**src/rtl/instr_mem_ctrl_if.sv**
```systemverilog
// instr_mem_ctrl_if: fetch, loader, memory-port and power signals of the instruction memory controller.
interface instr_mem_ctrl_if;
   logic        fetch_req;
   logic [14:0] fetch_addr;
   logic        fetch_gnt;
   logic        fetch_rvalid;
   logic [31:0] fetch_rdata;
   logic        load_req;
   logic [14:0] load_addr;
   logic [31:0] load_wdata;
   logic [7:0]  load_mask;
   logic        load_gnt;
   logic        pwr_off_req;
   logic [14:0] mem_addr;
   logic [31:0] mem_data_in;
   logic [7:0]  mem_mask_wren;
   logic        mem_wren;
   logic        mem_chip_sel;
   logic [31:0] mem_data_out;
   logic        mem_standby;
   logic        mem_sleep;
   logic        mem_poweroff;
   logic [2:0]  pwr_state;
   logic        contents_lost;
   modport slave (
      input  fetch_req, fetch_addr, load_req, load_addr, load_wdata, load_mask, pwr_off_req, mem_data_out,
      output fetch_gnt, fetch_rvalid, fetch_rdata, load_gnt, mem_addr, mem_data_in, mem_mask_wren,
             mem_wren, mem_chip_sel, mem_standby, mem_sleep, mem_poweroff, pwr_state, contents_lost
   );
   modport master (
      output fetch_req, fetch_addr, load_req, load_addr, load_wdata, load_mask, pwr_off_req, mem_data_out,
      input  fetch_gnt, fetch_rvalid, fetch_rdata, load_gnt, mem_addr, mem_data_in, mem_mask_wren,
             mem_wren, mem_chip_sel, mem_standby, mem_sleep, mem_poweroff, pwr_state, contents_lost
   );
endinterface

```
**src/rtl/instr_mem_ctrl.sv**
```systemverilog
// instr_mem_ctrl: round-robin fetch/loader arbiter for the instruction memory port
// with an idle-driven standby/sleep/poweroff sequencer.
module instr_mem_ctrl #(
   parameter int IDLE_STANDBY = 16,
   parameter int IDLE_SLEEP   = 256,
   parameter int WAKE_CYCLES  = 3
) (
   input logic             clk,
   input logic             reset,
   instr_mem_ctrl_if.slave bus
);
   localparam int IW = $clog2(IDLE_SLEEP + 1);
   localparam int WW = $clog2(WAKE_CYCLES + 1);
   localparam logic [IW-1:0] STBY_N  = IW'(IDLE_STANDBY);
   localparam logic [IW-1:0] SLEEP_N = IW'(IDLE_SLEEP);
   localparam logic [WW-1:0] WAKE_N  = WW'(WAKE_CYCLES);
   typedef enum logic [2:0] {ACTIVE = 3'd0, STANDBY = 3'd1, SLEEP = 3'd2, WAKE = 3'd3, OFF = 3'd4} pwr_e;
   pwr_e          state_q, state_d;
   logic [IW-1:0] idle_q, idle_d;
   logic [WW-1:0] wake_q, wake_d;
   logic          rr_q, rr_d;
   logic          rvalid_q, lost_q;
   logic          any_req, f_gnt, l_gnt;
   // rr_q=1 means the loader was granted last, so fetch wins the next tie
   assign any_req = bus.fetch_req | bus.load_req;
   assign f_gnt   = state_q == ACTIVE && bus.fetch_req && (!bus.load_req || rr_q);
   assign l_gnt   = state_q == ACTIVE && bus.load_req && !(bus.fetch_req && rr_q);
   always_ff @(posedge clk) begin
      if (reset) begin
         state_q  <= ACTIVE;
         idle_q   <= '0;
         wake_q   <= '0;
         rr_q     <= 1'b1;
         rvalid_q <= 1'b0;
         lost_q   <= 1'b0;
      end else begin
         state_q  <= state_d;
         idle_q   <= idle_d;
         wake_q   <= wake_d;
         rr_q     <= rr_d;
         rvalid_q <= f_gnt;
         lost_q   <= lost_q | (state_d == OFF);
      end
   end
   always_comb begin
      state_d = state_q;
      wake_d  = wake_q;
      rr_d    = (f_gnt | l_gnt) ? l_gnt : rr_q;
      idle_d  = (f_gnt | l_gnt) ? '0 :
                (state_q == WAKE || state_q == OFF) ? '0 :
                (idle_q == SLEEP_N) ? idle_q : idle_q + 1'b1;
      // an issued fetch must deliver its read data before the memory powers off
      if (bus.pwr_off_req && !f_gnt) begin
         state_d = OFF;
      end else begin
         case (state_q)
            ACTIVE:  state_d = (!any_req && idle_q >= STBY_N) ? STANDBY : ACTIVE;
            STANDBY: begin
               state_d = any_req ? WAKE : (idle_q >= SLEEP_N) ? SLEEP : STANDBY;
               wake_d  = any_req ? WW'(1) : wake_q;
            end
            SLEEP: begin
               state_d = any_req ? WAKE : SLEEP;
               wake_d  = any_req ? WAKE_N : wake_q;
            end
            WAKE: begin
               state_d = (wake_q <= WW'(1)) ? ACTIVE : WAKE;
               wake_d  = wake_q - 1'b1;
            end
            OFF: begin
               state_d = WAKE;
               wake_d  = WAKE_N;
            end
            default: state_d = ACTIVE;
         endcase
      end
   end
   always_comb begin
      bus.fetch_gnt     = f_gnt;
      bus.load_gnt      = l_gnt;
      bus.fetch_rvalid  = rvalid_q;
      bus.fetch_rdata   = rvalid_q ? bus.mem_data_out : '0;
      bus.mem_chip_sel  = f_gnt | l_gnt;
      bus.mem_wren      = l_gnt;
      bus.mem_addr      = f_gnt ? bus.fetch_addr : l_gnt ? bus.load_addr : '0;
      bus.mem_data_in   = l_gnt ? bus.load_wdata : '0;
      bus.mem_mask_wren = l_gnt ? bus.load_mask : '0;
      bus.mem_standby   = state_q == STANDBY;
      bus.mem_sleep     = state_q == SLEEP;
      bus.mem_poweroff  = state_q == OFF;
      bus.pwr_state     = state_q;
      bus.contents_lost = lost_q;
   end
endmodule

```
**src/flat_wrapper.sv**
```systemverilog
// flat-port wrapper written by rule: the top's interface ports become plain ports
module instr_mem_ctrl_flat 
#(
   parameter int IDLE_STANDBY = 16,
   parameter int IDLE_SLEEP   = 256,
   parameter int WAKE_CYCLES  = 3
)
  (clk, reset, bus_fetch_req, bus_fetch_addr, bus_load_req, bus_load_addr, bus_load_wdata, bus_load_mask, bus_pwr_off_req, bus_mem_data_out, bus_fetch_gnt, bus_fetch_rvalid, bus_fetch_rdata, bus_load_gnt, bus_mem_addr, bus_mem_data_in, bus_mem_mask_wren, bus_mem_wren, bus_mem_chip_sel, bus_mem_standby, bus_mem_sleep, bus_mem_poweroff, bus_pwr_state, bus_contents_lost);
  instr_mem_ctrl_if bus_i ();
  input logic clk;
  input logic reset;
  input wire logic [$bits(bus_i.fetch_req)-1:0] bus_fetch_req;
  input wire logic [$bits(bus_i.fetch_addr)-1:0] bus_fetch_addr;
  input wire logic [$bits(bus_i.load_req)-1:0] bus_load_req;
  input wire logic [$bits(bus_i.load_addr)-1:0] bus_load_addr;
  input wire logic [$bits(bus_i.load_wdata)-1:0] bus_load_wdata;
  input wire logic [$bits(bus_i.load_mask)-1:0] bus_load_mask;
  input wire logic [$bits(bus_i.pwr_off_req)-1:0] bus_pwr_off_req;
  input wire logic [$bits(bus_i.mem_data_out)-1:0] bus_mem_data_out;
  output wire logic [$bits(bus_i.fetch_gnt)-1:0] bus_fetch_gnt;
  output wire logic [$bits(bus_i.fetch_rvalid)-1:0] bus_fetch_rvalid;
  output wire logic [$bits(bus_i.fetch_rdata)-1:0] bus_fetch_rdata;
  output wire logic [$bits(bus_i.load_gnt)-1:0] bus_load_gnt;
  output wire logic [$bits(bus_i.mem_addr)-1:0] bus_mem_addr;
  output wire logic [$bits(bus_i.mem_data_in)-1:0] bus_mem_data_in;
  output wire logic [$bits(bus_i.mem_mask_wren)-1:0] bus_mem_mask_wren;
  output wire logic [$bits(bus_i.mem_wren)-1:0] bus_mem_wren;
  output wire logic [$bits(bus_i.mem_chip_sel)-1:0] bus_mem_chip_sel;
  output wire logic [$bits(bus_i.mem_standby)-1:0] bus_mem_standby;
  output wire logic [$bits(bus_i.mem_sleep)-1:0] bus_mem_sleep;
  output wire logic [$bits(bus_i.mem_poweroff)-1:0] bus_mem_poweroff;
  output wire logic [$bits(bus_i.pwr_state)-1:0] bus_pwr_state;
  output wire logic [$bits(bus_i.contents_lost)-1:0] bus_contents_lost;
  assign bus_i.fetch_req = bus_fetch_req;
  assign bus_i.fetch_addr = bus_fetch_addr;
  assign bus_i.load_req = bus_load_req;
  assign bus_i.load_addr = bus_load_addr;
  assign bus_i.load_wdata = bus_load_wdata;
  assign bus_i.load_mask = bus_load_mask;
  assign bus_i.pwr_off_req = bus_pwr_off_req;
  assign bus_i.mem_data_out = bus_mem_data_out;
  assign bus_fetch_gnt = bus_i.fetch_gnt;
  assign bus_fetch_rvalid = bus_i.fetch_rvalid;
  assign bus_fetch_rdata = bus_i.fetch_rdata;
  assign bus_load_gnt = bus_i.load_gnt;
  assign bus_mem_addr = bus_i.mem_addr;
  assign bus_mem_data_in = bus_i.mem_data_in;
  assign bus_mem_mask_wren = bus_i.mem_mask_wren;
  assign bus_mem_wren = bus_i.mem_wren;
  assign bus_mem_chip_sel = bus_i.mem_chip_sel;
  assign bus_mem_standby = bus_i.mem_standby;
  assign bus_mem_sleep = bus_i.mem_sleep;
  assign bus_mem_poweroff = bus_i.mem_poweroff;
  assign bus_pwr_state = bus_i.pwr_state;
  assign bus_contents_lost = bus_i.contents_lost;
  instr_mem_ctrl #(.IDLE_STANDBY(IDLE_STANDBY), .IDLE_SLEEP(IDLE_SLEEP), .WAKE_CYCLES(WAKE_CYCLES)) u_core (.clk(clk), .reset(reset), .bus(bus_i));
endmodule
```
**config.mk**
```make
export PLATFORM = sky130hd
export DESIGN_NAME = instr_mem_ctrl_flat
export DESIGN_NICKNAME = d
export VERILOG_FILES = /design/src/rtl/instr_mem_ctrl_if.sv /design/src/rtl/instr_mem_ctrl.sv /design/src/flat_wrapper.sv
export SDC_FILE = /design/constraint.sdc
export NUM_CORES = 1
export LEC_CHECK = 0
export ABC_AREA = 1
export CAP_MARGIN = 30
export CORE_MARGIN = 4
export CORE_UTILIZATION = 27
export CTS_BUF_LIST = sky130_fd_sc_hd__clkbuf_8
export CTS_CLUSTER_SIZE = 28
export DETAILED_ROUTE_END_ITERATION = 6
export GPL_TIMING_DRIVEN = 0
export PLACE_DENSITY_LB_ADDON = 0.3
export SETUP_SLACK_MARGIN = 0.2
export SYNTH_ARGS = -nofsm -noshare
export SYNTH_HDL_FRONTEND = slang
export SYNTH_SLANG_ARGS = --single-unit
export TNS_END_PERCENT = 50
```
**constraint.sdc**
```tcl
create_clock -name clk -period 1.3 [get_ports clk]
set_input_delay 0.13 -clock clk [delete_from_list [all_inputs] [get_ports clk]]
set_output_delay 0.13 -clock clk [all_outputs]
set_load 0.005 [all_outputs]
```
==> run summary <==
IO buf count - 205
Area share of the largest cell type after synthesis - 20.9%
CP Capture Type - output pin
PnR worst setup slack - -0.452 ns
CTS Sinks - 17
Buf+Inv Stages, Crit Path - 5
Tot Pwr - 0.00307 W
Slew Limit Fails - 0
Synthesized area - 0.00165 mm²
Ys Warns - 0
Maximum clock frequency - 571 MHz
Startpoint Class - flip-flop
Max-cap viol count - 0
Core Area - 0.00592 mm²
Hold EP - u_core.bus.contents_lost$_SDFF_PP0_
Min cycle time layout - 1.75 ns
Via count of the first global-routing pass - 2,564
Synth Area in Adders - 2.27%
Worst EP arrival - 1.62 ns
Fill count - 423
Most common cell after layout, fill and taps aside - clkdlybuf4s50_1
Flop2flop setup slack - -0.35 ns
Total vias in the final route - 2,796
Initial antenna violation count - 0
Cell Pwr Density - 670 mW/mm²
Async SR Flop Fraction - 0%
Antenna cell count - 0
Slowest stage cell, crit path - dfxtp_2
Place WS - -0.863 ns
Mux cell area share after synthesis - 0%
Worst EP required - 1.17 ns
Worst R2R End - u_core.bus.pwr_state[0]$_SDFF_PP0_
Worst skew pair latency - 0.26 ns
EDFF count, synth - 0
R2R cell count - 12
Net Sw Power - 0.00112 W
Final period util - 135%
Largest net degree at the start of global routing - 11
Hold slack - 0.484 ns
Htree depth - 1
First-pass GRT wire length - 14,100 µm
Comb pwr share - 67.3%
Status - finished with violations
Syn nets - 413
Net Sw Frac - 36.7%
Endpoints failing setup - 64
CTS Buffer Depth - 2
Int Power - 0.00194 W
Post-synthesis simple-gate area fraction - 37.7%
Fin nets - 664
Power share of the clock group - 13.3%
DRC - 0
Largest family of logic cells by synthesized area - simple AND/OR/NAND/NOR gates
Routability cong. - 0.903
Critical Path Max Stage Delay - 0.33 ns
Unrepaired setup endpoints after global routing - true
GRT Total Usage - 24.0%
CTS buffer count - 3
Synth Area in XOR/XNOR - 1.06%
Max IR drop VDD - 0.000665 V
DR WL met2 - 5550 µm
Slew HR - 77.2%
Dpl hpwl - 7430 µm
Failing checks - setup timing
Cell Area, Placed - 0.00381 mm²
Most frequent cells in the layout - clkdlybuf4s50_1 (105), inv_1 (75), buf_2 (63)
Wirelength per Cell - 16.8 µm
Mean Syn Cell Area - 5.46 µm²
Post-route ant nets - 0
Drt first pass iters - 4
Crit path kind - reg2out
Clk slew on worst S/H paths - 0.07 ns
Leak Pwr - 2.57 nW
DIE AREA - 0.00744 mm²
Post-synthesis cell count - 303
Synth Flop Type - dfxtp_1
WL final - 10,600 µm
Finished Cell Area - 0.00458 mm²
Worst-path cell chain - inv_2, nand2_4, nor2_4, nand2_4, buf_4, buf_6, buf_4, nor2_2, buf_2
CTS tree - done
Max FO, Critical Path - 5
Final Hold Viols - 0
Synth Register Bits - 17
Total gr overflow - 0
Worst hold path startpoint - u_core.bus.contents_lost$_SDFF_PP0_
Root buffer cell - clkbuf_8
Row count - 28
Min-delay worst type - reg2reg
Worst-Margin Slew - 0.341 ns
Top delay family on crit path - buffers and inverters
Compound-cell area share of the yosys netlist - 12.4%
Yosys top cell by area - inv_1
Vias per Instance - 4.45
Die Ht - 86.3 µm
R2r startpoint - u_core.bus.pwr_state[1]$_SDFF_PP0_
Hold depth - 2
Fraction of layout cells with a size suffix above 1 - 48.1%
Boundary Pins - 206
P&R area growth vs syn - 177%
Initial Utilization - 27.9%
WL met3 - 864 µm
Synth top area cells - inv_1 (21%), dfxtp_1 (21%), nand2_1 (14%)
Wl on met1 - 3800 µm
Die W - 86.3 µm
Fin Clk Skew - 0.00787 ns
Yosys cell types - 26
Flop pwr share - 19.4%
Top layer in use - met4
Initial drt markers - 105
Register area share after synthesis - 20.6%
-- layer usage --
metal	vias to the layer above	track usage [%]
li1	1377	-
met1	1263	27.8
met2	128	44.9
met3	28	4.66
met4	0	6.09
met5	-	0
-- how the worst max path moves through the flow --
stage / start / to / slack, ns / cells after the start
after floorplan: u_core.bus.pwr_state[1]$_SDFF_PP0_ / bus_mem_addr[10] / 0.11 / 7
after global placement: bus_load_req / bus_mem_addr[12] / -0.81 / 8
after detailed placement: bus_load_req / bus_mem_addr[12] / -0.86 / 8
after CTS: u_core.bus.pwr_state[0]$_SDFF_PP0_ / bus_mem_addr[12] / -0.39 / 9
after global routing: u_core.bus.pwr_state[1]$_SDFF_PP0_ / bus_mem_data_in[26] / -0.50 / 9
final: u_core.bus.pwr_state[1]$_SDFF_PP0_ / bus_mem_data_in[26] / -0.45 / 9
-- worst min-delay path, cell delays in order (launching register included) --
cell and delay, ns:
dfxtp_1 0.33, nand2_1 0.06, o21ai_0 0.06
-- cell usage after synthesis (all sizes together) (2+ instances only) --
library cell	number
nand3	10
inv	97
a22o	14
nor3	4
clkbuf	3
ha	3
nand4	3
nor2	56
dfxtp	17
buf	7
a21oi	10
o21ai	5
xor2	2
nand2	69
-- stage by stage --
stage               TNS [ns]  cells  util [%]
finish                -21.87    628      77.3
global route          -25.62    628      77.3
CTS                   -20.11    618      67.2
detailed placement    -52.52    583      64.4
global placement      -48.68    583      64.4
floorplan                  0    303         -
-- registers in the layout (all words and copies together) (netlist names) --
name,count
u_core.idle_q,9
u_core.bus.pwr_state,3
u_core.wake_q,2
u_core.bus.contents_lost,1
u_core.bus.fetch_rvalid,1
u_core.rr_q,1
-- power groups by stage --
stage,logic [W],clock network (W),registers [W]
2_1_floorplan,0.000518,0,0.000597
3_3_place_gp,0.00144,0,0.000598
3_5_place_dp,0.00146,0,0.000600
4_1_cts,0.00165,0.000407,0.000588
5_1_grt,0.00219,0.000439,0.000599
6_report,0.00206,0.000409,0.000594
-- area by class of cell --
type	instances	area, µm²	area share (%)
Timing Repair Buffer	246	2220	48.4
Multi-Input combinational cell	179	1350	29.6
Inverter	97	377	8.23
Sequential cell	17	350	7.66
Buffer	10	140	3.06
Tap cell	75	93.8	2.05
Clock buffer	3	41.3	0.902
Clock inverter	1	3.75	0.0820
-- what timing repair did --
item                                    CTS  global route
hold buffers                              0             0
gates cloned                              1             1
pin swaps                                22            18
endpoints found under the setup margin  113           112
setup buffers                            30             9
resized for setup                       382           217
-- logic make-up after synthesis --
logic type	Yosys count
fa+ha+maj	3
compound gates	30
flops	17
buf+inv	107
xor+xnor	2
simple gates	144
Power figures use the tool's default switching activity.
